[src/rtl/sram_arbiter.sv]
// sram_arbiter: shares one SRAM-like master port between an instruction-fetch
// requester (i_*) and a load/store requester (d_*). Only one transaction is
// outstanding on the master port at a time. Data requests win ties, but a
// fairness counter hands the port to a waiting fetch after FAIR_N consecutive
// data grants.
//
// Handshake: a requester is accepted in the IDLE cycle where its *_addr_ok is
// high. The request fields are latched at that point, so the requester may
// drop or change them afterwards. m_req stays high in ADDR until m_addr_ok is
// sampled high on a rising edge. The FSM then waits in DATA for m_data_ok and
// returns the word through the owner's *_data_ok for exactly one cycle (RESP).
// m_addr_ok outside ADDR and m_data_ok outside DATA are ignored.
module sram_arbiter #(
  parameter logic [31:0] DEV_BASE = 32'h1FAF_0000,
  parameter logic [31:0] DEV_MASK = 32'hFFFF_0000,
  parameter int          FAIR_N   = 4
) (
  input  logic        cpu_clk_50M,
  input  logic        cpu_rst,
  // instruction fetch
  input  logic        i_req,
  input  logic [31:0] i_addr,
  output logic        i_addr_ok,
  output logic        i_data_ok,
  output logic [31:0] i_rdata,
  // load / store
  input  logic        d_req,
  input  logic        d_wr,
  input  logic [1:0]  d_size,
  input  logic [31:0] d_addr,
  input  logic [31:0] d_wdata,
  output logic        d_addr_ok,
  output logic        d_data_ok,
  output logic [31:0] d_rdata,
  output logic        d_device,
  // shared master
  output logic        m_req,
  output logic        m_wr,
  output logic [1:0]  m_size,
  output logic [31:0] m_addr,
  output logic [31:0] m_wdata,
  input  logic        m_addr_ok,
  input  logic        m_data_ok,
  input  logic [31:0] m_rdata,
  output logic        busy
);

  localparam int FAIR_W = $clog2(FAIR_N + 1);
  localparam logic [FAIR_W-1:0] FAIR_MAX = FAIR_W'(FAIR_N);

  typedef enum logic [1:0] {
    S_IDLE = 2'd0,
    S_ADDR = 2'd1,
    S_DATA = 2'd2,
    S_RESP = 2'd3
  } state_e;

  state_e            state_q, state_d;
  logic [FAIR_W-1:0] fair_q, fair_d;
  logic              owner_d_q;   // 1: the data port owns the current transaction
  logic              gnt_d, gnt_i;
  logic              m_wr_q;
  logic [1:0]        m_size_q;
  logic [31:0]       m_addr_q, m_wdata_q;
  logic [31:0]       i_rdata_q, d_rdata_q;
  logic              d_device_q;

  // Arbitration: data first unless it has hogged the port while a fetch waits.
  always_comb begin
    gnt_d = 1'b0;
    gnt_i = 1'b0;
    if ((state_q == S_IDLE) && !cpu_rst) begin
      if (d_req && ((fair_q < FAIR_MAX) || !i_req)) begin
        gnt_d = 1'b1;
      end else if (i_req) begin
        gnt_i = 1'b1;
      end
    end
  end

  // Fairness counter next value: count data grants made over a pending fetch.
  always_comb begin
    fair_d = fair_q;
    if (gnt_d) begin
      if (!i_req) begin
        fair_d = '0;
      end else if (fair_q < FAIR_MAX) begin
        fair_d = fair_q + 1'b1;
      end
    end else if (gnt_i) begin
      fair_d = '0;
    end
  end

  // State register.
  always_ff @(posedge cpu_clk_50M or posedge cpu_rst) begin
    if (cpu_rst) begin
      state_q <= S_IDLE;
    end else begin
      state_q <= state_d;
    end
  end

  // Next-state logic: one transaction walks IDLE -> ADDR -> DATA -> RESP.
  always_comb begin
    state_d = state_q;
    case (state_q)
      S_IDLE: if (gnt_d || gnt_i) state_d = S_ADDR;
      S_ADDR: if (m_addr_ok)      state_d = S_DATA;
      S_DATA: if (m_data_ok)      state_d = S_RESP;
      S_RESP:                     state_d = S_IDLE;
      default:                    state_d = S_IDLE;
    endcase
  end

  // Output decode from the current state and the grant.
  always_comb begin
    i_addr_ok = gnt_i;
    d_addr_ok = gnt_d;
    m_req     = (state_q == S_ADDR);
    busy      = (state_q != S_IDLE);
    i_data_ok = (state_q == S_RESP) && !owner_d_q;
    d_data_ok = (state_q == S_RESP) &&  owner_d_q;
  end

  // Latch the granted request, track ownership, fairness and device flag.
  always_ff @(posedge cpu_clk_50M or posedge cpu_rst) begin
    if (cpu_rst) begin
      fair_q     <= '0;
      owner_d_q  <= 1'b0;
      m_wr_q     <= 1'b0;
      m_size_q   <= 2'b00;
      m_addr_q   <= 32'h0;
      m_wdata_q  <= 32'h0;
      d_device_q <= 1'b0;
    end else begin
      fair_q <= fair_d;
      if (gnt_d) begin
        owner_d_q  <= 1'b1;
        m_wr_q     <= d_wr;
        m_size_q   <= d_size;
        m_addr_q   <= d_addr;
        m_wdata_q  <= d_wdata;
        d_device_q <= ((d_addr & DEV_MASK) == DEV_BASE);
      end else if (gnt_i) begin
        owner_d_q <= 1'b0;
        m_wr_q    <= 1'b0;
        m_size_q  <= 2'b10;
        m_addr_q  <= i_addr;
        m_wdata_q <= 32'h0;
      end
    end
  end

  // Capture the returned word into the owner's response register; it holds
  // until that requester's next response.
  always_ff @(posedge cpu_clk_50M or posedge cpu_rst) begin
    if (cpu_rst) begin
      i_rdata_q <= 32'h0;
      d_rdata_q <= 32'h0;
    end else if ((state_q == S_DATA) && m_data_ok) begin
      if (owner_d_q) begin
        d_rdata_q <= m_rdata;
      end else begin
        i_rdata_q <= m_rdata;
      end
    end
  end

  assign m_wr     = m_wr_q;
  assign m_size   = m_size_q;
  assign m_addr   = m_addr_q;
  assign m_wdata  = m_wdata_q;
  assign i_rdata  = i_rdata_q;
  assign d_rdata  = d_rdata_q;
  assign d_device = d_device_q;

endmodule

[config.mk]
export PLATFORM = sky130hd
export DESIGN_NAME = sram_arbiter
export DESIGN_NICKNAME = d
export VERILOG_FILES = /design/src/rtl/sram_arbiter.sv
export SDC_FILE = /design/constraint.sdc
export NUM_CORES = 1
export LEC_CHECK = 0
export ABC_AREA = 1
export BUFFER_PORTS_ARGS = -buffer_cell sky130_fd_sc_hd__buf_2
export CAP_MARGIN = 20
export CORE_MARGIN = 8
export CORE_UTILIZATION = 45
export CTS_BUF_LIST = sky130_fd_sc_hd__clkbuf_2
export DETAILED_ROUTE_END_ITERATION = 10
export PLACE_DENSITY = 0.8
export SYNTH_ARGS = -nofsm -noshare
export SYNTH_HDL_FRONTEND = slang
export SYNTH_SLANG_ARGS = --single-unit
[constraint.sdc]
create_clock -name cpu_clk_50M -period 9.1 [get_ports cpu_clk_50M]
set_input_delay 0.455 -clock cpu_clk_50M [delete_from_list [all_inputs] [get_ports cpu_clk_50M]]
set_output_delay 0.455 -clock cpu_clk_50M [all_outputs]
set_load 0.03 [all_outputs]
==> results by group, run 1 <==
Setup path
  – Worst Path Required: 8.65 ns
  – Critical Path Source Type: primary input
  – WS Path Type: primary input to output port
  – CP max FO: 76
  – Critical Path AT: 3.24 ns
  – Crit path capture type: output port

Placement
  – I/O Buffers: 274
  – Final GP Congestion: 0.889
  – Cell Area, Placed: 7090 µm²
  – Dpl cells: 1035
  – Hpwl dp: 12000 µm
  – Placement Setup Slack: 5.93 ns

Synthesis
  – Sequential element share of the synthesized area: 0.610
  – Synth Cell Area: 5660 µm²
  – Avg Cell Area, Syn: 9.18 µm²
  – Post-synth top area share: 0.610
  – Distinct cells, synth: 22
  – #FFs+latches synth: 138
  – Dominant cell type by area after synthesis: dfrtp_1
  – Syn Inst Count: 617
  – Syn nets: 759
  – Yosys Warn Count: 0
  – Largest cells by area after synthesis: dfrtp_1, nand2_1, o21ai_0

Global route
  – Number of global-route vias before repair: 6325
  – Total track usage: 0.249
  – First-pass GRT wire length: 32100 µm
  – Initial antenna violation count: 0
  – Largest net degree at the start of global routing: 77
  – Congestion Overflow GR: 0

Clock tree
  – Worst-Skew Late Latency: 0.66 ns
  – H-Tree Depth: 4
  – Clk slew on worst S/H paths: 0.17 ns
  – CTS buffer count: 17
  – Post-CTS Repair Setup Buffers: 0
  – CTS tree: done
  – Bufs on Longest Clock Path: 2
  – Resized Gates After CTS: 0
  – Root Driver: clkbuf_2
  – TritonCTS Sinks: 138

STA
  – Worst-Margin Slew: 0.890 ns
  – Setup-failing EPs final: 0
  – Hold Vio Cnt, Final: 0
  – Final worst setup slack: 5.40 ns
  – Skew final: 0.0229 ns
  – RSZ-0062 raised after global routing: false
  – Slew Viols, Final: 0
  – TNS Setup: 0 ns
  – Relative slew slack: 0.406
  – Crit share post-route: 0.406
  – Period minus WS final: 3.70 ns
  – Top achievable clock speed: 270 MHz

Job
  – Max-Cap Viols: 0

Cells and area
  – Fillers: 858
  – Non-Filler Instances: 1198
  – Final Cell Area: 8640 µm²
  – Layout cells sized above 1: 0.327
  – Area of the multi-input gates: 1850 µm²
  – Most common cell after layout, fill and taps aside: buf_2
  – Highest-count cells in the layout ignoring fill and taps: buf_2, nand2_1, dfrtp_1
  – Nets: 1156
  – Reg area: 3450 µm²
  – Area Growth Syn to Fin: 52.6%
  – Antenna diodes: 0

Floorplan
  – Number of I/O pins: 275
  – Core area: 12500 µm²
  – Die X: 128 µm
  – Die area: 16400 µm²
  – Die Ht: 128 µm
  – Initial Util: 0.454
  – Site Rows: 41

Route
  – Vias: 5918
  – Antenna viol nets, final: 0
  – DRT iter0 DRCs: 496
  – Final WL: 20100 µm
  – Via density: 4.94
  – WL/cell: 16.8 µm
  – Detailed Routing Iterations Pass 1: 6
  – Residual DRC: 0

Min path
  – HP Class: primary input to register

Power and ir drop
  – Cell Pwr Density: 330 nW/µm²
  – Total power: 2.86 mW
  – Maximum vdd drop: 0.000255 V
  – Leak: 4.88 nW

Outcome
  – Status: complete, no violations
## sequential cells by signal, summed over array words and instances, names as in the netlist
register and cells:
d_rdata 32, i_rdata 32, m_addr 32, m_wdata 32, fair_q 3, m_size 2, state_q 2, d_device 1
m_wr 1, owner_d_q 1
## synthesized netlist by cell type
cell type,count
nand2_4,1
buf_6,6
nand3_1,31
inv_2,2
o211ai_1,3
ha_1,5
nand3_4,1
buf_12,1
nand2_1,258
buf_4,3
dfrtp_1,138
a21oi_4,1
inv_1,46
nand2_2,11
nand4_1,3
nand4_4,1
clkbuf_1,12
nand3_2,10
buf_2,8
nor2_1,7
o22ai_1,1
o21ai_0,68
## layout make-up
cell class,instances,share of cell area
flip-flops and latches,138,0.400
repair buffers,408,0.317
clock inverters,11,0.0122
well taps,172,0.0249
multi-input cells,401,0.214
clock buffers,20,0.0116
inverters,48,0.0214
## worst max-delay path, stage by stage
cell and delay, ns:
dlygate4sd3_1 0.53, buf_2 0.14, inv_6 0.47, nand4_4 0.35, inv_2 0.46, buf_4 0.48, buf_2 0.29
## metrics by stage
stage	utilization	hold slack (ns)
5_1_grt	0.693	0.0273
6_report	0.693	0.0970
3_3_place_gp	0.568	0.449
4_1_cts	0.688	0.00520
2_1_floorplan	-	0.446
3_5_place_dp	0.568	0.453
## power breakdown
part | internal, mW | switching, mW | total (mW)
Combinational | 0.476 | 1.01 | 1.49
Sequential | 0.878 | 0.163 | 1.04
Clock | 0.122 | 0.206 | 0.328
Total | 1.48 | 1.38 | 2.86
## metal layers
layer	GRT usage	up-vias	wire [µm]
met5	0	-	0
met4	0.138	0	1040
met3	0.0782	83	1910
met2	0.424	365	9870
met1	0.272	2740	7320
li1	-	2730	-
## cell families after synthesis
group | synth area share
DFF | 0.610
adders and majority gates | 0.0110
AOI/OAI and AO/OA | 0.0680
buffers and inverters | 0.0663
and+or+nand+nor | 0.245
## worst paths after layout
kind                                          from                      end  slack [ns]  cells after the start
max in group asynchronous                  cpu_rst   d_rdata[1]$_DFFE_PP0P_        7.41                      4
hold reg to reg            m_wdata[17]$_DFFE_PP0P_  m_wdata[17]$_DFFE_PP0P_        0.48                      2
setup reg to reg            state_q[1]$_DFFE_PP0P_   m_addr[25]$_DFFE_PP0P_        6.20                      8
hold / removal                          m_rdata[8]   i_rdata[8]$_DFFE_PP0P_         0.1                      3
min in group asynchronous                  cpu_rst  m_wdata[25]$_DFFE_PP0P_        0.45                      3
setup / recovery                           cpu_rst                d_addr_ok        5.40                      7
## what timing repair did
action / CTS / global route
endpoints found under the setup margin: 0 / 0
endpoints found under the hold margin: 201 / 0
hold buffers: 129 / 0
Note: power is estimated with default switching activity, not from simulation.
==> run 2: changes to the inputs <==
--- a/config.mk
+++ b/config.mk
@@ -9,7 +9,7 @@
 export BUFFER_PORTS_ARGS = -buffer_cell sky130_fd_sc_hd__buf_2
 export CAP_MARGIN = 20
 export CORE_MARGIN = 8
-export CORE_UTILIZATION = 45
+export CORE_UTILIZATION = 43
 export CTS_BUF_LIST = sky130_fd_sc_hd__clkbuf_2
 export DETAILED_ROUTE_END_ITERATION = 10
 export PLACE_DENSITY = 0.8
==> constraint.sdc (replaced) <==
create_clock -name cpu_clk_50M -period 3 [get_ports cpu_clk_50M]
set_input_delay 0.15 -clock cpu_clk_50M [delete_from_list [all_inputs] [get_ports cpu_clk_50M]]
set_output_delay 0.15 -clock cpu_clk_50M [all_outputs]
set_load 0.03 [all_outputs]
==> run 2 against run 1 <==
  * Final cell count increased by 4.0%
  * Clock skew down 0.00092 ns
  * Sequential cell count stayed put
  * Die area increased by 4.1%
==> results by group, run 2 (synthesis results as in run 1) <==
Route
  – Residual DRC: 0 (unchanged)
  – Detailed Routing Iterations Pass 1: 5 (-1)
  – Via density: 4.86 (-1.5%)
  – WL/cell: 16.7 µm (-0.35%)
  – Antenna viol nets, final: 0 (unchanged)
  – DRT iter0 DRCs: 406 (-18%)
  – Final WL: 20900 µm (+3.6%)
  – Vias: 6061 (+2.4%)

Cells and area
  – Most common cell after layout, fill and taps aside: buf_2
  – Area Growth Syn to Fin: 61.1%
  – Highest-count cells in the layout ignoring fill and taps: buf_2, nand2_1, dlygate4sd3_1
  – Fillers: 917 (+6.9%)
  – Nets: 1194 (+3.3%)
  – Layout cells sized above 1: 0.330 (+0.00209)
  – Final Cell Area: 9120 µm² (+5.6%)
  – Final Util: 0.700 (+0.00681)

Global route
  – Total track usage: 0.241 (-0.00879)
  – Number of global-route vias before repair: 6324 (-0.016%)
  – Top Usage Layer GRT: met2
  – M1 GR Usage: 0.254 (-0.0174)
  – Met3 GRT Util: 0.0674 (-0.0108)
  – Initial antenna violation count: 5 (+5)
  – Largest net degree at the start of global routing: 139 (+81%)
  – Met2 Track Usage GR: 0.414 (-0.00964)
  – Congestion Overflow GR: 0 (unchanged)
  – First-pass GRT wire length: 31600 µm (-1.7%)

Power and ir drop
  – Total power: 8.82 mW (+210%)
  – Leak: 5.00 nW (+2.4%)
  – Cell Pwr Density: 966 nW/µm² (+190%)
  – Maximum vdd drop: 0.000710 V (+180%)

STA
  – Slew Viols, Final: 0 (unchanged)
  – Top achievable clock speed: 356 MHz
  – RSZ-0062 raised after global routing: false
  – Relative slew slack: 0.489 (+0.0839)
  – Crit share post-route: 0.935
  – Period minus WS final: 2.81 ns
  – Worst-Margin Slew: 0.765 ns (-0.125 ns)
  – Worst hold slack: 0.189 ns (+0.0918 ns)
  – Skew final: 0.0220 ns (-0.000918 ns)
  – Setup-failing EPs final: 0 (unchanged)
  – Hold Vio Cnt, Final: 0 (unchanged)

Floorplan
  – Initial Util: 0.435 (-0.0198)
  – Die Ht: 131 µm (+2.0%)
  – Core area: 13000 µm² (+4.5%)
  – Die X: 131 µm (+2.0%)
  – Die area: 17100 µm² (+4.1%)
  – Site Rows: 42 (+2.4%)
  – Number of I/O pins: 275 (unchanged)

Clock tree
  – H-Tree Depth: 4 (unchanged)
  – CTS buffer count: 17 (unchanged)
  – Clk slew on worst S/H paths: 0.20 ns (+0.03 ns)
  – Bufs on Longest Clock Path: 2 (unchanged)
  – CTS tree: done
  – TritonCTS Sinks: 138 (unchanged)
  – Root Driver: clkbuf_2
  – Worst-Skew Late Latency: 0.69 ns (+0.03 ns)

Placement
  – Final GP Congestion: 0.826 (-7.2%)
  – I/O Buffers: 274 (unchanged)
  – Cell Area, Placed: 7190 µm² (+1.4%)
  – Hpwl dp: 12300 µm (+2.5%)

Setup path
  – Worst Path Required: 3.63 ns (-5.02 ns)
  – WS Path Type: register to register
  – Critical Path AT: 3.44 ns (+0.20 ns)
  – CP max FO: 13 (-83%)
  – Crit path capture type: register
  – Critical Path Source Type: register

Outcome
  – Status: complete, no violations

Min path
  – HP Class: primary input to register

Job
  – Max-Cap Viols: 0 (unchanged)
[run 2: cell types whose count changed in the layout (fill, tap and decap cells not counted), sizes merged]
cell and delta:
a21oi +1, buf +4, bufinv +1, clkbuf -2
clkinv +2, clkinvlp +2, diode +5, dlygate4sd3 +33
inv -2
[run 2: where the power goes]
part / total (mW) / switching [mW] / internal (mW)
Clock: 1.12 / 0.663 / 0.455
Sequential: 3.13 / 0.465 / 2.66
Combinational: 4.57 / 3.09 / 1.49
[run 2: repair_timing]
item	CTS	global route
endpoints found under the setup margin	0	19
hold buffers	162	0
gates resized for setup	0	2
buffers inserted	0	1
endpoints found under the hold margin	276	0
[run 2: worst paths after layout]
| check | startpoint | endpoint | slack [ns] | cells after the start |
|---|---|---|---|---|
| max in group asynchronous | cpu_rst | d_rdata[2]$_DFFE_PP0P_ | 2.08 | 4 |
| hold reg to reg | m_wdata[19]$_DFFE_PP0P_ | m_wdata[19]$_DFFE_PP0P_ | 0.49 | 2 |
| setup reg to reg | state_q[1]$_DFFE_PP0P_ | m_addr[10]$_DFFE_PP0P_ | 0.19 | 8 |
| min in group asynchronous | cpu_rst | i_rdata[22]$_DFFE_PP0P_ | 0.33 | 4 |
| setup / recovery | state_q[1]$_DFFE_PP0P_ | m_addr[10]$_DFFE_PP0P_ | 0.19 | 8 |
| hold / removal | d_wdata[1] | m_wdata[1]$_DFFE_PP0P_ | 0.19 | 4 |
[run 2: metal layers]
layer | part of all wire | vias up | routed length [µm]
li1 | - | 2801 | -
met1 | 0.36 | 2852 | 7450
met2 | 0.51 | 307 | 10700
met3 | 0.072 | 101 | 1490
met4 | 0.058 | 0 | 1210
met5 | 0 | - | 0
[run 2: cell type report]
class                           count  area, µm²  area share
Antenna cell                        5       12.5     0.00137
Inverter                           48        185      0.0203
Multi-Input combinational cell    402       1880       0.207
Clock inverter                     14        155      0.0170
Clock buffer                       18       90.1     0.00987
Timing Repair Buffer              445       3120       0.342
Tap cell                          176        220      0.0241
Sequential cell                   138       3450       0.378
[run 2: per-stage QoR]
| step | setup WS, ns | TNS, ns | instances |
|---|---|---|---|
| 6_report | 0.194 | 0 | 1246 |
| 5_1_grt | 0.0528 | 0 | 1246 |
| 4_1_cts | 0.0164 | 0 | 1238 |
| 3_5_place_dp | 0.762 | 0 | 1044 |
| 3_3_place_gp | 0.814 | 0 | 1043 |
| 2_1_floorplan | -0.274 | -17.60 | 617 |
[run 2: worst max-delay path: stages (launching register included)]
cell and delay [ns]:
dfrtp_1 0.45, inv_1 0.10, ha_1 0.30, nand3_4 0.20, a21oi_4 0.41, nand2_1 0.08, dlygate4sd3_1 0.58, nand3_2 0.07
dlygate4sd3_1 0.56
==> run 3: changes to the inputs <==
==> config.mk (replaced) <==
export PLATFORM = sky130hd
export DESIGN_NAME = sram_arbiter
export DESIGN_NICKNAME = d
export VERILOG_FILES = /design/src/rtl/sram_arbiter.sv
export SDC_FILE = /design/constraint.sdc
export NUM_CORES = 1
export LEC_CHECK = 0
export ABC_AREA = 1
export CAP_MARGIN = 20
export CORE_MARGIN = 8
export CORE_UTILIZATION = 45
export CTS_BUF_LIST = sky130_fd_sc_hd__clkbuf_2
export DETAILED_ROUTE_END_ITERATION = 10
export DONT_BUFFER_PORTS = 1
export PLACE_DENSITY = 0.64
export SYNTH_ARGS = -nofsm -noshare
export SYNTH_HDL_FRONTEND = slang
export SYNTH_SLANG_ARGS = --single-unit
==> run 3 against run 2 <==
  * The run now fails in clock tree synthesis (4_1_cts)
  * Synthesized area is the same
  * Synthesized cell count is the same
==> results by group, run 3 <==
Outcome
  – Failing step: clock tree synthesis (4_1_cts)
  – Stop err: [ERROR RSZ-0060] Max buffer count reached.
  – Status: stopped before the end

Synthesis
  – Top FF cell, synth: dfrtp_1
  – Post-synth top area share: 0.610 (unchanged)
  – Syn Inst Count: 617 (unchanged)
  – Number of synthesized flops with an enable pin: 0 (unchanged)
  – Post-synth ARST share: 1.00 (unchanged)
  – Syn nets: 759 (unchanged)
  – Yosys Warn Count: 0 (unchanged)
  – #FFs+latches synth: 138 (unchanged)
  – Sequential element share of the synthesized area: 0.610 (unchanged)
  – Distinct cells, synth: 22 (unchanged)
  – Dominant cell type by area after synthesis: dfrtp_1
  – Cell with the most instances after synthesis: nand2_1
  – Avg Cell Area, Syn: 9.18 µm² (unchanged)
  – Post-synth top cells: nand2_1, dfrtp_1, o21ai_0, inv_1, nand3_1
  – Largest cells by area after synthesis: dfrtp_1, nand2_1, o21ai_0
  – Synth Cell Area: 5660 µm² (unchanged)

Clock tree
  – Cts hold-fix bufs: 160 (-1.2%)
  – Resized Gates After CTS: 0 (unchanged)
  – Post-CTS Repair Setup Buffers: 0 (unchanged)
  – Bufs on Longest Clock Path: 2 (unchanged)
  – Root Driver: clkbuf_2
  – CTS buffer count: 17 (unchanged)
  – TritonCTS Sinks: 138 (unchanged)
  – H-Tree Depth: 4 (unchanged)

Floorplan
  – Number of I/O pins: 275 (unchanged)
  – Site Rows: 41 (-2.4%)
  – Die X: 128 µm (-2.0%)
  – Die Ht: 128 µm (-2.0%)
  – Initial Util: 0.454 (+0.0198)

Placement
  – I/O Buffers: 0 (-100%)
  – Placement Setup Slack: 0.726 ns (-0.0369 ns)
  – Final GP Congestion: 0.837 (+1.3%)
  – Cell Area, Placed: 5790 µm² (-19%)
  – Hpwl dp: 10900 µm (-11%)
==> run 3: cell counts after synthesis <==
No cell type changed its count.
==> run 3: through the flow <==
step / TNS (ns) / cells / utilization
floorplan: -17.60 / 617 / -
global placement: 0 / 766 / 0.464
detailed placement: 0 / 766 / 0.464
==> run 3: logic make-up after synthesis <==
kind of cell	share of synthesized area
simple gates	0.245
buf+inv	0.0663
flops	0.610
fa+ha+maj	0.0110
compound gates	0.0680
==> run 4: changes to the inputs <==
--- a/config.mk
+++ b/config.mk
@@ -8,11 +8,10 @@
 export ABC_AREA = 1
 export CAP_MARGIN = 20
 export CORE_MARGIN = 8
-export CORE_UTILIZATION = 45
-export CTS_BUF_LIST = sky130_fd_sc_hd__clkbuf_2
+export CORE_UTILIZATION = 30
 export DETAILED_ROUTE_END_ITERATION = 10
 export DONT_BUFFER_PORTS = 1
-export PLACE_DENSITY = 0.64
+export PLACE_DENSITY_LB_ADDON = 0.15
 export SYNTH_ARGS = -nofsm -noshare
 export SYNTH_HDL_FRONTEND = slang
 export SYNTH_SLANG_ARGS = --single-unit
==> constraint.sdc (replaced) <==
create_clock -name cpu_clk_50M -period 3.9 [get_ports cpu_clk_50M]
set_input_delay 0.195 -clock cpu_clk_50M [delete_from_list [all_inputs] [get_ports cpu_clk_50M]]
set_output_delay 0.195 -clock cpu_clk_50M [all_outputs]
set_load 0.03 [all_outputs]
==> run 4 against run 3 <==
  * The flow now finishes without violations
==> results by group, run 4 (synthesis results as in run 1) <==
STA
  – RSZ-0062 raised after global routing: false
  – Hold Vio Cnt, Final: 0
  – Worst hold slack: 0.0295 ns
  – Final worst setup slack: 0.951 ns
  – Slew Viols, Final: 0
  – Crit share post-route: 0.756
  – Period minus WS final: 2.95 ns
  – Worst-Margin Slew: 0.970 ns
  – TNS Setup: 0 ns
  – Relative slew slack: 0.353
  – Top achievable clock speed: 339 MHz
  – Setup-failing EPs final: 0
  – Skew final: 0.0146 ns

Power and ir drop
  – Total power: 6.81 mW
  – Cell Pwr Density: 875 nW/µm²
  – Leak: 3.87 nW
  – Maximum vdd drop: 0.000390 V

Setup path
  – Crit-path cells: dlygate4sd3_1 -> clkinvlp_4 -> nand4_4 -> inv_2 -> buf_4 -> nand2_1 -> nand3_1 -> dlygate4sd3_1
  – Critical Path AT: 3.29 ns
  – Worst Path Required: 4.25 ns
  – Crit path max-delay cell type: inv_2
  – Critical Path Source Type: primary input
  – WS Path Type: primary input to register
  – Reg2Reg Setup Slack: 0.98 ns
  – Largest stage delay, worst path: 0.59 ns
  – CP max FO: 39
  – Crit path capture type: register
  – CP dominant cell by count: dlygate4sd3_1

Clock tree
  – Post-CTS Repair Setup Buffers: 0 (unchanged)
  – Bufs on Longest Clock Path: 2 (unchanged)
  – Resized Gates After CTS: 0 (unchanged)
  – Worst-Skew Late Latency: 0.42 ns
  – TritonCTS Sinks: 138 (unchanged)
  – CTS tree: done
  – H-Tree Depth: 4 (unchanged)
  – Root Driver: clkbuf_16
  – Clk slew on worst S/H paths: 0.06 ns
  – CTS buffer count: 17 (unchanged)

Global route
  – Largest net degree at the start of global routing: 78
  – Initial antenna violation count: 0
  – Number of global-route vias before repair: 4851
  – Total track usage: 0.147
  – Congestion Overflow GR: 0
  – First-pass GRT wire length: 27400 µm

Cells and area
  – Nets: 889
  – Antenna diodes: 0
  – Most common cell after layout, fill and taps aside: nand2_1
  – Area Growth Syn to Fin: 37.5%
  – Highest-count cells in the layout ignoring fill and taps: nand2_1, dfrtp_1, dlygate4sd3_1
  – Area of the multi-input gates: 1850 µm²
  – Final Cell Area: 7790 µm²
  – Final Util: 0.418
  – Layout cells sized above 1: 0.0908
  – Non-Filler Instances: 994
  – Reg area: 3450 µm²
  – Fillers: 1775

Route
  – Residual DRC: 0
  – DRT iter0 DRCs: 265
  – Antenna viol nets, final: 0
  – Vias: 4574
  – Via density: 4.60
  – Final WL: 17100 µm
  – Detailed Routing Iterations Pass 1: 4
  – WL/cell: 17.3 µm

Job
  – Max-Cap Viols: 0

Floorplan
  – Number of I/O pins: 275 (unchanged)
  – Site Rows: 50 (+22%)
  – Die area: 23500 µm²
  – Die Ht: 153 µm (+20%)
  – Die X: 153 µm (+20%)
  – Core area: 18600 µm²
  – Initial Util: 0.304 (-0.151)

Min path
  – HP Class: primary input to register

Outcome
  – Status: complete, no violations

Placement
  – Dpl cells: 828 (+8.1%)
  – Final GP Congestion: 0.789 (-5.7%)
  – Cell Area, Placed: 5840 µm² (+0.95%)
  – Hpwl dp: 12100 µm (+10%)
  – Placement Setup Slack: 1.51 ns (+0.782 ns)
  – I/O Buffers: 0 (unchanged)
## run 4: area by class of cell
cell class	count	area share
Tap cell	234	0.0376
Inverter	48	0.0236
Timing Repair Buffer	141	0.182
Clock buffer	20	0.0586
Multi-Input combinational cell	401	0.237
Clock inverter	12	0.0178
Sequential cell	138	0.443
## run 4: path summary, 6_finish.rpt
| path | start | endpoint | cells past startpoint |
|---|---|---|---|
| max | cpu_rst | m_addr[18]$_DFFE_PP0P_ | 8 |
| min | d_addr[26] | d_device$_DFFE_PP0N_ | 4 |
| max reg2reg | state_q[0]$_DFFE_PP0P_ | m_addr[18]$_DFFE_PP0P_ | 8 |
| min reg2reg | fair_q[1]$_DFFE_PP0P_ | fair_q[1]$_DFFE_PP0P_ | 2 |
| max in group asynchronous | cpu_rst | d_rdata[20]$_DFFE_PP0P_ | 3 |
| min in group asynchronous | cpu_rst | m_addr[4]$_DFFE_PP0P_ | 2 |
## run 4: per-layer routing
metal / GRT usage / wire length (µm)
met1: 0.165 / 6910
met2: 0.237 / 8020
met3: 0.0775 / 1990
met4: 0.0499 / 227
met5: 0 / 0
## run 4: power breakdown
group	leakage, nW	switching, mW	internal, mW
combinational	1.84	0.733	0.656
clock	0.280	0.633	0.982
sequential	1.76	1.77	2.04
## run 4: critical path: cells and delay by family
| kind | cells | cell delay (ns) |
|---|---|---|
| and+or+nand+nor | 3 | 0.52 |
| buffers and inverters | 5 | 2.55 |
## run 4: what timing repair did
item | CTS | global route
setup endpoints to repair | 0 | 0
hold endpoints to repair | 154 | 0
hold buffers | 133 | 0
